[src/rtl/io_entry_queue_pkg.sv]
// io_entry_queue_pkg -- shared types and constants for the CPU input-entry queue.
// Holds the button filter state encoding, the switch bank width and the
// default values of the top-level parameters.
package io_entry_queue_pkg;

    localparam int SW_WIDTH           = 18;
    localparam int DEF_DATA_WIDTH     = 32;
    localparam int DEF_DEPTH          = 4;
    localparam int DEF_DEB_CYCLES     = 16;

    // Debounce filter states: a level change is accepted only after a run of
    // consecutive stable synchronized samples.
    typedef enum logic [1:0] {
        IDLE        = 2'd0,
        PRESS_DEB   = 2'd1,
        HELD        = 2'd2,
        RELEASE_DEB = 2'd3
    } filt_state_e;

endpackage

[src/rtl/io_entry_queue_if.sv]
// io_entry_queue_if -- CPU-side read port of the input-entry queue.
// master = CPU (issues rd_req, observes data and status),
// slave  = queue (answers with head data, stall request and status).
interface io_entry_queue_if
    import io_entry_queue_pkg::*;
#(
    parameter int DATA_WIDTH = DEF_DATA_WIDTH,
    parameter int DEPTH      = DEF_DEPTH
);
    logic                     rd_req;
    logic [DATA_WIDTH-1:0]    rd_data;
    logic                     wait_flag;
    logic [$clog2(DEPTH):0]   count;
    logic                     full;
    logic                     overflow;

    modport master (
        output rd_req,
        input  rd_data, wait_flag, count, full, overflow
    );

    modport slave (
        input  rd_req,
        output rd_data, wait_flag, count, full, overflow
    );
endinterface

[src/rtl/io_btn_filter.sv]
// io_btn_filter -- synchronizes and debounces the raw insert button and emits
// a single-cycle push pulse on each accepted press. Holding the button never
// produces a second pulse; a release must itself be debounced before the
// next press can be accepted.
module io_btn_filter
    import io_entry_queue_pkg::*;
#(
    parameter int DEB_CYCLES = DEF_DEB_CYCLES
) (
    input  logic clock,
    input  logic resetn,
    input  logic button,
    output logic push
);

    localparam int            CW       = $clog2(DEB_CYCLES);
    localparam logic [CW-1:0] CNT_LAST = CW'(DEB_CYCLES - 1);

    logic        sync1_q, sync2_q;
    filt_state_e state_q, state_d;
    logic [CW-1:0] cnt_q, cnt_d;

    // Two-flop synchronizer for the asynchronous button input.
    // NOTE: sequential state uses non-blocking assignments so every flop
    // samples the pre-edge value of its source, which is what makes the
    // two stages a shift chain rather than a single wire.
    always_ff @(posedge clock) begin
        if (!resetn) begin
            sync1_q <= 1'b0;
            sync2_q <= 1'b0;
        end else begin
            sync1_q <= button;
            sync2_q <= sync1_q;
        end
    end

    // Filter state and run-length counter registers.
    always_ff @(posedge clock) begin
        if (!resetn) begin
            state_q <= IDLE;
            cnt_q   <= '0;
        end else begin
            state_q <= state_d;
            cnt_q   <= cnt_d;
        end
    end

    // Next-state logic: the sample that leaves a stable state counts as the
    // first of the DEB_CYCLES run, so the push fires on the DEB_CYCLES-th
    // consecutive 1 sample.
    always_comb begin
        // NOTE: every output of this block gets a default first, so no path
        // leaves a value unassigned and no latch is inferred.
        state_d = state_q;
        cnt_d   = cnt_q;
        push    = 1'b0;
        case (state_q)
            IDLE: begin
                if (sync2_q) begin
                    state_d = PRESS_DEB;
                    cnt_d   = CW'(1);
                end
            end
            PRESS_DEB: begin
                if (!sync2_q) begin
                    state_d = IDLE;
                    cnt_d   = '0;
                end else if (cnt_q == CNT_LAST) begin
                    state_d = HELD;
                    cnt_d   = '0;
                    push    = 1'b1;
                end else begin
                    cnt_d   = cnt_q + CW'(1);
                end
            end
            HELD: begin
                if (!sync2_q) begin
                    state_d = RELEASE_DEB;
                    cnt_d   = CW'(1);
                end
            end
            RELEASE_DEB: begin
                if (sync2_q) begin
                    state_d = HELD;
                    cnt_d   = '0;
                end else if (cnt_q == CNT_LAST) begin
                    state_d = IDLE;
                    cnt_d   = '0;
                end else begin
                    cnt_d   = cnt_q + CW'(1);
                end
            end
            default: begin
                state_d = IDLE;
                cnt_d   = '0;
            end
        endcase
    end

endmodule

[src/rtl/io_entry_queue.sv]
// io_entry_queue -- FIFO of switch-bank words inserted by a debounced button
// and consumed by the CPU input-read instruction. An empty queue stalls the
// CPU through wait_flag; there is no bypass from push to read.
// Optional build macro IO_QUEUE_SIGN_EXT_EN: sign-extend switches[17] into
// the upper bits of each entry instead of zero-extending.
module io_entry_queue
    import io_entry_queue_pkg::*;
#(
    parameter int DATA_WIDTH = DEF_DATA_WIDTH,
    parameter int DEPTH      = DEF_DEPTH,
    parameter int DEB_CYCLES = DEF_DEB_CYCLES
) (
    input  logic                clock,
    input  logic                resetn,
    input  logic [SW_WIDTH-1:0] switches,
    input  logic                button,
    io_entry_queue_if.slave     cpu
);

    localparam int PW   = $clog2(DEPTH);
    localparam int CNTW = PW + 1;

    logic                  push;
    logic [DATA_WIDTH-1:0] push_word;
    logic [DATA_WIDTH-1:0] mem_q [DEPTH];
    logic [PW-1:0]         wr_ptr_q, wr_ptr_d;
    logic [PW-1:0]         rd_ptr_q, rd_ptr_d;
    logic [CNTW-1:0]       count_q, count_d;
    logic                  overflow_q, overflow_d;
    logic                  empty, is_full, do_pop, do_push;

    io_btn_filter #(
        .DEB_CYCLES (DEB_CYCLES)
    ) u_btn_filter (
        .clock  (clock),
        .resetn (resetn),
        .button (button),
        .push   (push)
    );

    // Entry word formed from the switch bank sampled in the push cycle.
    always_comb begin
        push_word                = '0;
        push_word[SW_WIDTH-1:0]  = switches;
`ifdef IO_QUEUE_SIGN_EXT_EN
        for (int i = SW_WIDTH; i < DATA_WIDTH; i++) begin
            push_word[i] = switches[SW_WIDTH-1];
        end
`endif
    end

    // Pointer, occupancy and overflow next-state. A push while full is only
    // dropped when no pop frees a slot in the same cycle.
    always_comb begin
        empty      = (count_q == '0);
        is_full    = (count_q == CNTW'(DEPTH));
        do_pop     = cpu.rd_req && !empty;
        do_push    = push && (!is_full || do_pop);
        overflow_d = overflow_q | (push && is_full && !do_pop);
        wr_ptr_d   = do_push ? wr_ptr_q + PW'(1) : wr_ptr_q;
        rd_ptr_d   = do_pop  ? rd_ptr_q + PW'(1) : rd_ptr_q;
        count_d    = count_q;
        case ({do_push, do_pop})
            2'b10:   count_d = count_q + CNTW'(1);
            2'b01:   count_d = count_q - CNTW'(1);
            default: count_d = count_q;
        endcase
    end

    // Queue storage and control registers; reset wins over push and pop.
    always_ff @(posedge clock) begin
        if (!resetn) begin
            // NOTE: the storage array is cleared on reset as well, so a stale
            // entry can never reappear; this costs a reset path per bit.
            for (int i = 0; i < DEPTH; i++) begin
                mem_q[i] <= '0;
            end
            wr_ptr_q   <= '0;
            rd_ptr_q   <= '0;
            count_q    <= '0;
            overflow_q <= 1'b0;
        end else begin
            if (do_push) begin
                mem_q[wr_ptr_q] <= push_word;
            end
            wr_ptr_q   <= wr_ptr_d;
            rd_ptr_q   <= rd_ptr_d;
            count_q    <= count_d;
            overflow_q <= overflow_d;
        end
    end

    assign cpu.rd_data   = empty ? '0 : mem_q[rd_ptr_q];
    assign cpu.wait_flag = cpu.rd_req & empty;
    assign cpu.count     = count_q;
    assign cpu.full      = is_full;
    assign cpu.overflow  = overflow_q;

endmodule

[src/flat_wrapper.sv]
// flat-port wrapper written by rule: the top's interface ports become plain ports
module io_entry_queue_flat import io_entry_queue_pkg::*;
#(
    parameter int DATA_WIDTH = DEF_DATA_WIDTH,
    parameter int DEPTH      = DEF_DEPTH,
    parameter int DEB_CYCLES = DEF_DEB_CYCLES
)
  (clock, resetn, switches, button, cpu_rd_req, cpu_rd_data, cpu_wait_flag, cpu_count, cpu_full, cpu_overflow);
  io_entry_queue_if #(.DATA_WIDTH(DATA_WIDTH), .DEPTH(DEPTH)) cpu_i ();
  input  logic clock;
  input  logic resetn;
  input  logic [SW_WIDTH-1:0] switches;
  input  logic button;
  input wire logic [$bits(cpu_i.rd_req)-1:0] cpu_rd_req;
  output wire logic [$bits(cpu_i.rd_data)-1:0] cpu_rd_data;
  output wire logic [$bits(cpu_i.wait_flag)-1:0] cpu_wait_flag;
  output wire logic [$bits(cpu_i.count)-1:0] cpu_count;
  output wire logic [$bits(cpu_i.full)-1:0] cpu_full;
  output wire logic [$bits(cpu_i.overflow)-1:0] cpu_overflow;
  assign cpu_i.rd_req = cpu_rd_req;
  assign cpu_rd_data = cpu_i.rd_data;
  assign cpu_wait_flag = cpu_i.wait_flag;
  assign cpu_count = cpu_i.count;
  assign cpu_full = cpu_i.full;
  assign cpu_overflow = cpu_i.overflow;
  io_entry_queue #(.DATA_WIDTH(DATA_WIDTH), .DEPTH(DEPTH), .DEB_CYCLES(DEB_CYCLES)) u_core (.clock(clock), .resetn(resetn), .switches(switches), .button(button), .cpu(cpu_i));
endmodule
[config.mk]
export PLATFORM = sky130hd
export DESIGN_NAME = io_entry_queue_flat
export DESIGN_NICKNAME = d
export VERILOG_FILES = /design/src/rtl/io_entry_queue_pkg.sv /design/src/rtl/io_entry_queue_if.sv /design/src/rtl/io_btn_filter.sv /design/src/rtl/io_entry_queue.sv /design/src/flat_wrapper.sv
export SDC_FILE = /design/constraint.sdc
export NUM_CORES = 1
export LEC_CHECK = 0
export ABC_AREA = 1
export CAP_MARGIN = 20
export CORE_MARGIN = 1.5
export CORE_UTILIZATION = 55
export DETAILED_ROUTE_END_ITERATION = 10
export PLACE_DENSITY = 0.81
export SYNTH_ARGS = -nofsm -noshare
export SYNTH_HDL_FRONTEND = slang
export SYNTH_HIERARCHICAL = 1
export SYNTH_SLANG_ARGS = --single-unit
[constraint.sdc]
create_clock -name clock -period 4.5 [get_ports clock]
set_input_delay 0.675 -clock clock [delete_from_list [all_inputs] [get_ports clock]]
set_output_delay 0.675 -clock clock [all_outputs]
set_load 0.03 [all_outputs]
==> run metrics, run 1 <==
Gate Count Post-Synth 441; Seq/Total Area, Yosys 0.594; Seq cells post-synth 90; Worst-Skew Late Latency roughly 0.36 ns; clk root buf clkbuf_8; most frequent cell after synthesis nor2_1; final setup fails 0; die outline width a little over 90 microns; Pins Over Slew Limit 0; GRT Resource Usage Total 0.226; Reg2Reg Depth 6; max_cap viols 0; Post-synth EDFFs 72; cts repair resizes 0; TritonCTS clock tree built; CP arrival 2.77 ns; Max VDD drop 0.242 mV; maximum fanout along the worst path 36; Port Buffers 45; fillers 554; vias 3,119; worst hold path depth 2; count of cell types in the netlist 30; class of the worst hold path flop to flop; DR iter-0 viols roughly 200; Setup TNS 0 ns; Yosys top cell by area edfxtp_1; vias per cell between 5 and 6; outcome completed; HPWL Detailed 5700 microns; antenna viol nets, final 0; Hold Worst Slack 0.426 ns; Clock Sink Count 90; Final Net Count 510; DP Area 4720 sq um; clock slew at reported path FFs 0.09 ns; CP Launch Type flop; CP max-delay cell clkdlybuf4s50_1; CTS Hold Bufs 0; Layout Cell Area excl Fill just under 5000 sq um; H-tree depth 3; Avg WL per Cell 15.2 microns; ANT cells 0; YS warnings 6; multi-input logic area roughly 1400 sq um; crit path kind flop to output pin; Slew HR 0.347; post-layout min period 3.45 ns; Max Buffers Root-to-Sink 2; core footprint 7370 sq um; Avg Inst Size Synth 9.62 sq um; Overflow after GRT 0; Worst path max stage delay 0.76 ns; row count 31; top cells by area, synth edfxtp_1 51%, nor2_1 11%, dfxtp_1 8.5%; I/O pin cnt 60; Final Hold Viols 0; Post-CTS Setup Repair Bufs 0; die footprint 8250 sq um; crit end category output pin; Max Clock Skew 0.00980 ns; Commonest cells post-synth 127 x nor2_1, 72 x edfxtp_1, 39 x o21ai_0, 36 x inv_1, 29 x nand2_1; RSZ-0062 raised after global routing no; Worst-Margin Slew 0.973 ns; largest net degree at the start of global routing 37; P per Cell Area 516 nW/um^2; Worst EP required 3.83 ns; worst-path cell chain buf_4 -> inv_2 -> o21ai_0 -> a21oi_1 -> clkdlybuf4s50_1; hold path endpoint u_core/u_btn_filter/sync2_q; ys flop type edfxtp_1; hold_sp u_core/u_btn_filter/sync1_q; Async S/R FF share, synth 0; first-pass GRT wire length roughly 14,000 microns; storage element area roughly 2500 sq um; Die Height 90.8 microns; fin crit share 0.767; First-pass DRT Iterations 5; CTS buffer count 9; DRC violations left 0; drt total wl approximately 9000 microns; reg2reg setup slack 1.73 ns; worst r2r dst u_core/mem_q[2][7]; gpl congestion 0.780; vias in the first global route 3,077; initial antenna violation count 0; Peak Freq 290 MHz; post-synthesis cell area 4240 sq um; layout cell share with drive strength beyond 1 0.112; Yosys top cell area share 0.509; initial core utilization 0.576; leak pwr 2.00 nW; Area growth syn-to-layout 16.8%; reg2reg start u_core/u_btn_filter/cnt_q[0]
[power breakdown]
group,internal [W],switching [W]
registers,0.000941,0.0000435
clock network,0.000369,0.000280
logic,0.000324,0.000603
[logic make-up (layout without fill, tap and decap cells)]
group	after synthesis	in the layout	share of synthesized area
compound gates	74	74	0.0899
buf+inv	74	111	0.0873
flops	90	90	0.594
xor+xnor	2	2	0.00413
fa+ha+maj	2	2	0.00766
simple gates	198	198	0.216
other cells	1	14	0.000884
[critical path, delay by kind of cell, from the launching register on]
family / cells / cell delay (ns)
buffers and inverters: 3 / 1.46
AO/OA/AOI/OAI: 2 / 0.49
flip-flops: 1 / 0.46
[cell usage in the layout (no fill, tap or decap), types with 3 or more instances in the layout]
cell type / Yosys / layout
conb_1: 1 / 14
buf_4: 14 / 7
nor2_2: 11 / 11
o21ai_1: 5 / 7
clkbuf_8: 0 / 9
nand2_1: 29 / 29
bufinv_16: 0 / 3
nand2_4: 11 / 11
dfxtp_1: 18 / 18
edfxtp_1: 72 / 72
nand4_1: 6 / 6
o21ai_0: 39 / 37
a21oi_1: 26 / 26
nor2_1: 127 / 127
inv_2: 5 / 5
nand3_1: 10 / 10
clkdlybuf4s50_1: 0 / 45
inv_1: 36 / 36
clkinv_1: 2 / 3
[worst max-delay path by stage]
stage	from	endpoint	slack [ns]	cells past startpoint
2_1_floorplan	u_core/u_btn_filter/cnt_q[0]	u_core/mem_q[3][0]	1.51	5
4_1_cts	flop	cpu_rd_data[5]	1.05	5
3_5_place_dp	resetn	u_core/mem_q[0][14]	1.33	6
3_3_place_gp	resetn	u_core/mem_q[0][16]	1.42	6
6_report	flop	cpu_rd_data[5]	1.05	5
5_1_grt	flop	cpu_rd_data[5]	0.86	5
[sequential cells by signal, summed over array words and instances, names as in the netlist, named ones only]
name and cells:
u_core/cpu.overflow 1, u_core/u_btn_filter/cnt_q 4, u_core/u_btn_filter/sync2_q 1, u_core/rd_ptr_q 2
u_core/wr_ptr_q 2, u_core/mem_q 72, u_core/u_btn_filter/sync1_q 1, u_core/u_btn_filter/state_q 1
u_core/cpu.count 3
[stage by stage]
stage	instances	setup WS [ns]	utilization	total power (W)
2_1_floorplan	454	1.51	-	0.00159
3_3_place_gp	574	1.42	0.640	0.00191
3_5_place_dp	574	1.33	0.640	0.00193
4_1_cts	590	1.05	0.672	0.00257
5_1_grt	590	0.861	0.672	0.00268
6_report	590	1.05	0.672	0.00256
[area by class of cell]
class                           count  share of cell area
Sequential cell                    90               0.509
Multi-Input combinational cell    290               0.284
Timing Repair Buffer               52               0.101
Inverter                           43              0.0326
Clock buffer                        9              0.0250
Tap cell                           99              0.0250
Clock inverter                      7              0.0235
[routing by layer]
metal,GRT usage,wire length (microns),vias to the layer above
li1,-,-,1517
met1,0.274,3670,1472
met2,0.383,4540,110
met3,0.0446,527,20
met4,0.113,246,0
met5,0,0,-
(Power assumes the default switching activity.)
==> run 2: changes to the inputs <==
Settings changed: CORE_UTILIZATION 55 to 54, PLACE_DENSITY 0.81 to 0.8.
Clock period 4.5 ns to 3.3 ns, I/O delays scaled along.
==> run 2 against run 1 <==
Sequential power increased by 34%. Die area increased by 1.8%. Sequential cell count unchanged. First-iteration DRC count increased by 12%.
==> run metrics, run 2 (synthesis results as in run 1) <==
Port Buffers 45 (unchanged); core footprint 7650 sq um (was 7370 sq um); Clock Sink Count 90 (unchanged); clk root buf clkbuf_8 (unchanged); switching share of power 0.367 (was 0.362); ANT cells 0 (unchanged); vias 3,089 (was 3,119); clock slew at reported path FFs 0.08 ns (was 0.09 ns); DRC violations left 0 (unchanged); Comb power frac 0.384 (was 0.362); antenna viol nets, final 0 (unchanged); DP Area 4760 sq um (was 4720 sq um); multi-input logic area 1410 sq um (unchanged); CTS buffer count 9 (unchanged); Area growth syn-to-layout 17.2% (was 16.8%); First-pass DRT Iterations 5 (unchanged); CP arrival 2.38 ns (was 2.77 ns); vias in the first global route 2,999 (was 3,077); most frequent cells in the layout 127 x nor2_1, 72 x edfxtp_1, 45 x clkdlybuf4s50_1 (unchanged); Worst-Skew Late Latency 0.36 ns (about the same); die outline width 91.7 microns (was 90.8 microns); TritonCTS clock tree built (unchanged); DR iter-0 viols 228 (was 203); Overflow after GRT 0 (unchanged); Worst-Margin Slew 0.605 ns (was 0.973 ns); storage element area 2520 sq um (unchanged); GRT Resource Usage Total 0.219 (was 0.226); commonest non-fill, non-tap cell in the layout nor2_1 (unchanged); I/O pin cnt 60 (unchanged); Max Clock Skew 0.00528 ns (was 0.00980 ns); crit end category output pin (unchanged); gpl congestion 0.753 (was 0.780); Setup TNS 0 ns (unchanged); drt total wl 8640 microns (was 8980 microns); Reg with most FFs u_core/mem_q (unchanged); max_cap viols 0 (unchanged); Net Sw Power 0.00125 W (was 0.000926 W); Pins Over Slew Limit 0 (unchanged); Worst EP required 2.80 ns (was 3.83 ns); post-layout min period 2.88 ns; P per Cell Area 683 nW/um^2 (was 516 nW/um^2); RSZ-0062 raised after global routing no (unchanged); CTS Hold Bufs 0 (unchanged); CP Launch Type flop (unchanged); Max Buffers Root-to-Sink 2 (unchanged); Final Net Count 515 (was 510); power share of the sequential group 0.388 (was 0.384); Final Hold Viols 0 (unchanged); initial core utilization 0.555 (was 0.576); Slew HR 0.594 (was 0.347); H-tree depth 3 (unchanged); largest net degree at the start of global routing 37 (unchanged); die footprint 8400 sq um (was 8250 sq um); Avg WL per Cell 14.4 microns (was 15.2 microns); Die Height 91.7 microns (was 90.8 microns); fin crit share 0.872; Max VDD drop 0.529 mV (was 0.242 mV); layout cell share with drive strength beyond 1 0.123 (was 0.112); crit path kind flop to output pin (unchanged); vias per cell 5.17 (was 5.29); Hold Worst Slack 0.426 ns (about the same); cts repair resizes 0 (unchanged); class of the worst hold path flop to flop (unchanged); leak pwr 2.02 nW (was 2.00 nW); maximum fanout along the worst path 10 (was 36); max reg flops 72 (unchanged); row count 32 (was 31); Clk network pwr share 0.228 (was 0.254); HPWL Detailed 5620 microns (was 5700 microns); Post-CTS Setup Repair Bufs 0 (unchanged); outcome completed (unchanged); initial antenna violation count 0 (unchanged); final setup fails 0 (unchanged); Int Pwr 0.00215 W (was 0.00163 W); Peak Freq 347 MHz; Layout Cell Area excl Fill 4970 sq um (was 4960 sq um); first-pass GRT wire length 14,000 microns (was 14,300 microns); fillers 626 (was 554)
run 2: critical path: stages, from the launching register on:
cell and delay, ns:
dfxtp_1 0.37, inv_1 0.09, nand2_1 0.14, clkinv_1 0.29
buf_4 0.29, a21oi_1 0.15, clkdlybuf4s50_1 0.69
run 2: power by group through the flow:
stage          logic, W  registers (W)  clock network, W
5_1_grt         0.00140        0.00133          0.000830
4_1_cts         0.00131        0.00132          0.000793
2_1_floorplan  0.000802        0.00136                 0
3_3_place_gp    0.00127        0.00134                 0
3_5_place_dp    0.00130        0.00134                 0
6_report        0.00130        0.00132          0.000775
run 2: routing by layer:
metal | track usage | up-vias | wire length [microns]
met5 | 0 | - | 0
met1 | 0.278 | 1438 | 3570
li1 | - | 1515 | -
met4 | 0.0859 | 0 | 152
met3 | 0.0365 | 14 | 533
met2 | 0.376 | 122 | 4380
run 2: stage by stage:
stage	utilization	cells	total power, W	worst slack [ns]
final	0.650	598	0.00340	0.422
after global routing	0.650	598	0.00356	0.284
after CTS	0.650	598	0.00342	0.430
after detailed placement	0.622	582	0.00265	0.815
after global placement	0.622	582	0.00261	0.888
after floorplan	-	454	0.00217	0.314
run 2: cell type report:
cell class / count / share of cell area
sequential: 90 / 0.507
inverter: 43 / 0.0325
timing repair buffer: 57 / 0.109
tap: 102 / 0.0257
clock buffer: 14 / 0.0408
clock inverter: 2 / 0.00277
multi-input combinational: 290 / 0.283
run 2: path summary, 6_finish.rpt:
check,from,to,slack [ns],depth (start not counted)
worst max-delay path,u_core/cpu.count[2],cpu_rd_data[4],0.42,6
worst min-delay path,u_core/u_btn_filter/sync1_q,u_core/u_btn_filter/sync2_q,0.43,2
worst max register to register,u_core/u_btn_filter/cnt_q[0],u_core/mem_q[0][4],0.82,8
worst min register to register,u_core/u_btn_filter/sync1_q,u_core/u_btn_filter/sync2_q,0.43,2
==> RTL edit 1: new RTL, config.mk and constraints of run 1 <==
Change the package constant `DEF_DEB_CYCLES` from 16 to 32.
--- a/src/rtl/io_entry_queue_pkg.sv
+++ b/src/rtl/io_entry_queue_pkg.sv
@@ -8,3 +8,3 @@
     localparam int DEF_DEPTH          = 4;
-    localparam int DEF_DEB_CYCLES     = 16;
+    localparam int DEF_DEB_CYCLES     = 32;
 
Formal check against the unedited RTL: no difference found for any inputs over 10 cycles, from zero or initial values and one cycle with resetn low; that may be too few to reach the edited logic, so the function may still have changed.
==> RTL edit 1 against run 1 <==
Clock power decreased by 7.7%; count of clock-buffer cells in the layout unchanged; total power decreased by 2.5%; sequential cell count increased by 1; area after synthesis increased by 1.6%; cell area increased by 0.66%; combinational power decreased by 4.1%; worst hold slack improved by 5.7 ps; setup slack got worse by 100 ps; core utilization decreased by 2.0 points; routed wire length decreased by 4.0%; via count decreased by 0.45%; non-clock buffer count decreased by 2.
==> RTL edit 1: results (changes against run 1) <==
1st-iter DRT viols 340 (was 203); synth top area cells edfxtp_1, nor2_1, dfxtp_1, o21ai_0, a21oi_1 (was edfxtp_1, nor2_1, dfxtp_1, o21ai_0, inv_1); Least-Margin Pin Slew 959 ps (was 973 ps); adder-cell share of the synthesized area 0.0104 (was 0.00767); Met1 Wirelength 3430 um (was 3670 um); post-DR vias/cell 5.21 (was 5.29); slowest cell on the critical path dfxtp_1 (was clkdlybuf4s50_1); Clock Pin Slew Worst Setup and Hold Paths 80 ps; vias in the first global route 3046 (was 3077); routed len/inst 14.5 um (was 15.2 um); Placer Congestion 0.817 (was 0.780); xor/xnor share of the synthesized area 0.00203 (was 0.00413); global-route wire length before repair 14300 um (about the same); drt pass-1 iters 4 (was 5); Post-layout nets 514 (was 510); Avg Inst Size Synth 9.67 um2 (was 9.62 um2); worst skew pair latency 360 ps (about the same); post-synthesis mux area share 0 (unchanged); met1 Use GR 0.267 (was 0.274); Max stage delay on crit path 960 ps (was 760 ps); Placed Area 4770 um2 (was 4720 um2); routed vias 3105 (was 3119); status finished, final reports clean (unchanged); GR Util All Layers 0.223 (was 0.226); pre-CTS setup slack 1250 ps (was 1330 ps); met3 WL 546 um (was 527 um); antenna cells 0 (unchanged); number of distinct library cells after synthesis 33 (was 30); grt met2 use 0.382 (was 0.383); ratio of cells with drive above 1 in the final layout 0.121 (was 0.112); Detail Placement HPWL 5450 um (was 5700 um); top cells by count, synth nor2_1, edfxtp_1, o21ai_0, inv_1, nand2_1 (unchanged); P_leak 1.98 nW (was 2.00 nW); # placed instances 580 (was 574); cts repair resizes 0 (unchanged); Critical Path AT 2880 ps (was 2770 ps); peak supply drop 371 uV (was 242 uV); Seq/Total Area, Yosys 0.590 (was 0.594); clk_skew 11.4 ps (was 9.80 ps); worst hold path type flop to flop (unchanged); met3 Use GR 0.0444 (was 0.0446); wire length on met2 4490 um (was 4540 um)
[RTL edit 1: cell count changes in the layout (fill, tap and decap cells not counted), sizes merged, moves of 2 or more]
| cell | delta |
|---|---|
| nand2 | +5 |
| nand3 | -3 |
| buf | -2 |
| clkinvlp | +2 |
| nand4 | -2 |
| a21oi | +4 |
| inv | -2 |
[RTL edit 1: worst register-to-register path: cells and delay by family, from the launching register on]
kind / cells / cell delay (ps)
AND/OR/NAND/NOR: 7 / 1400
AO/OA/AOI/OAI: 1 / 140
flip-flops: 1 / 410
buffers and inverters: 1 / 290
adder cells (fa/ha/maj): 2 / 390
[RTL edit 1: metrics by stage]
step / util / power, mW
after CTS: 0.652 / 2.50
final: 0.652 / 2.50
after floorplan: - / 1.60
after global placement: 0.624 / 1.90
after global routing: 0.652 / 2.61
after detailed placement: 0.624 / 1.91
[RTL edit 1: report_power, final]
group / internal (mW) / total, mW / switching (mW)
Combinational: 0.321 / 0.889 / 0.569
Sequential: 0.949 / 1.01 / 0.0575
Clock: 0.311 / 0.599 / 0.288
[RTL edit 1: area by class of cell]
type                       count  area share
tap                          102      0.0256
clock buffer                   9      0.0248
multi-input combinational    295       0.292
timing repair buffer          50      0.0978
sequential                    91       0.510
inverter                      42      0.0316
clock inverter                 7      0.0186
[RTL edit 1: worst paths after layout]
| kind | from | end | slack [ps] | cells past startpoint |
|---|---|---|---|---|
| max | flop | cpu_rd_data[2] | 950 | 4 |
| min | u_core/u_btn_filter/sync1_q | u_core/u_btn_filter/sync2_q | 430 | 2 |
| max reg2reg | u_core/u_btn_filter/cnt_q[0] | u_core/mem_q[0][7] | 1550 | 11 |
| min reg2reg | u_core/u_btn_filter/sync1_q | u_core/u_btn_filter/sync2_q | 430 | 2 |
==> RTL edit 2: new RTL, flow settings as in run 1 <==
Made on the original files. The 4 states of `filt_state_e` get a Gray code encoding in 2 bits.
--- a/src/rtl/io_entry_queue_pkg.sv
+++ b/src/rtl/io_entry_queue_pkg.sv
@@ -13,6 +13,6 @@
     typedef enum logic [1:0] {
-        IDLE        = 2'd0,
-        PRESS_DEB   = 2'd1,
-        HELD        = 2'd2,
-        RELEASE_DEB = 2'd3
+        IDLE        = 2'b00,
+        PRESS_DEB   = 2'b01,
+        HELD        = 2'b11,
+        RELEASE_DEB = 2'b10
     } filt_state_e;
Formal check against the unedited RTL: no difference found for any inputs over 10 cycles, from zero or initial values and one cycle with resetn low; not proved beyond that.
==> RTL edit 2 against run 1 <==
Total power fell by 0.11%; area after synthesis rose by 2.8%; via count fell by 0.13%; cell area rose by 1.0%; setup slack got worse by 160 ps; largest power group unchanged; sequential cell count did not move; critical path depth fell by 1; routed wire length fell by 6.4%.
==> RTL edit 2: results (changes against run 1) <==
worst hold path type flop to flop (unchanged); Slew headroom 0.317 (was 0.347); Critical Path AT 2940 ps (was 2770 ps); initial antenna violation count 0 (unchanged); Placer Congestion 0.838 (was 0.780); Post-layout nets 534 (was 510); worst skew pair latency 340 ps (was 360 ps); max reg flops 72 (unchanged); P_leak 2.04 nW (was 2.00 nW); Final Setup Violations 0 (unchanged); top cells by count, synth nor2_1, edfxtp_1, inv_1, nand2_1, o21ai_0 (was nor2_1, edfxtp_1, o21ai_0, inv_1, nand2_1); Post-Syn Instances 463 (was 441); ratio of cells with drive above 1 in the final layout 0.102 (was 0.112); GR Util All Layers 0.214 (was 0.226); drt pass-1 iters 5 (unchanged); cts repair resizes 0 (unchanged); hold worst-path end u_core/u_btn_filter/sync2_q (unchanged); setup ws final 890 ps (was 1050 ps); Top reg by flops u_core/mem_q (unchanged); Detail Placement HPWL 5390 um (was 5700 um); FF-to-FF End u_core/mem_q[1][4] (was u_core/mem_q[2][7]); Clock Pin Slew Worst Setup and Hold Paths 80 ps; Seq/Total Area, Yosys 0.578 (was 0.594); Filler cells 575 (was 554); drt total wl 8410 um (was 8980 um); 1st-iter DRT viols 284 (was 203); worst r2r path cells 5 (was 6); reg2reg start u_core/wr_ptr_q[0] (was u_core/u_btn_filter/cnt_q[0]); clk_skew 7.64 ps (was 9.80 ps); pin count of the biggest net entering global routing 37 (unchanged); antenna cells 0 (unchanged); Synth Warn # 6 (unchanged); post-DR vias/cell 5.08 (was 5.29); status finished, final reports clean (unchanged); # placed instances 597 (was 574); number of synthesized flops with an enable pin 72 (unchanged); Placed Area 4820 um2 (was 4720 um2); vias in the first global route 2976 (was 3077); peak supply drop 476 uV (was 242 uV); pre-CTS setup slack 1190 ps (was 1330 ps); routed len/inst 13.7 um (was 15.2 um); number of distinct library cells after synthesis 31 (was 30); CP Capture Point cpu_rd_data[2] (was cpu_rd_data[5]); ys async rst share 0 (unchanged); hold slack 423 ps (was 426 ps); Root Driver clkbuf_8 (unchanged); global-route wire length before repair 14000 um (was 14300 um); setup TNS 0 ps (unchanged); synth top area cells edfxtp_1, nor2_1, dfxtp_1, o21ai_0, inv_1 (unchanged)
[RTL edit 2: cell count changes after synthesis, sizes merged, moves of 3 or more]
| cell | delta |
|---|---|
| nand2 | +12 |
| inv | +4 |
| nand4 | -3 |
| nor2 | +3 |
| ha | +4 |
[RTL edit 2: where the power goes]
| part | switching (mW) | total [mW] | internal [mW] | leakage [nW] |
|---|---|---|---|---|
| combinational | 0.648 | 1.02 | 0.369 | 1.08 |
| clock | 0.265 | 0.517 | 0.252 | 0.0874 |
| sequential | 0.0707 | 1.02 | 0.952 | 0.875 |
| total | 0.983 | 2.56 | 1.57 | 2.04 |
[RTL edit 2: logic make-up (layout without fill, tap and decap cells)]
kind of cell / after synthesis / in the layout / synth area share
other: 1 / 14 / 0.000860
xor gates and xnor gates: 1 / 1 / 0.00201
adders and majority gates: 6 / 6 / 0.0189
AOI/OAI and AO/OA: 76 / 76 / 0.0909
buffers and inverters: 78 / 113 / 0.0884
DFF: 90 / 90 / 0.578
and+or+nand+nor: 211 / 211 / 0.221
[RTL edit 2: critical path, cell delays in order, from the launching register on]
cell and delay, ps:
dfxtp_1 1000, inv_2 500, o21ai_0 360, a21oi_1 100, clkdlybuf4s50_1 620
[RTL edit 2: routing by layer]
layer	routed length [um]	global-route usage
met3	471	0.0323
met2	4150	0.362
met5	0	0
met1	3630	0.272
met4	162	0.0974
[RTL edit 2: final cells by class]
class | instances | area, um2 | share of cell area
Clock inverter | 6 | 57.6 | 0.0115
Sequential cell | 90 | 2520 | 0.504
Inverter | 47 | 176 | 0.0352
Clock buffer | 10 | 128 | 0.0255
Timing Repair Buffer | 50 | 488 | 0.0975
Multi-Input combinational cell | 308 | 1510 | 0.301
Tap cell | 102 | 128 | 0.0255
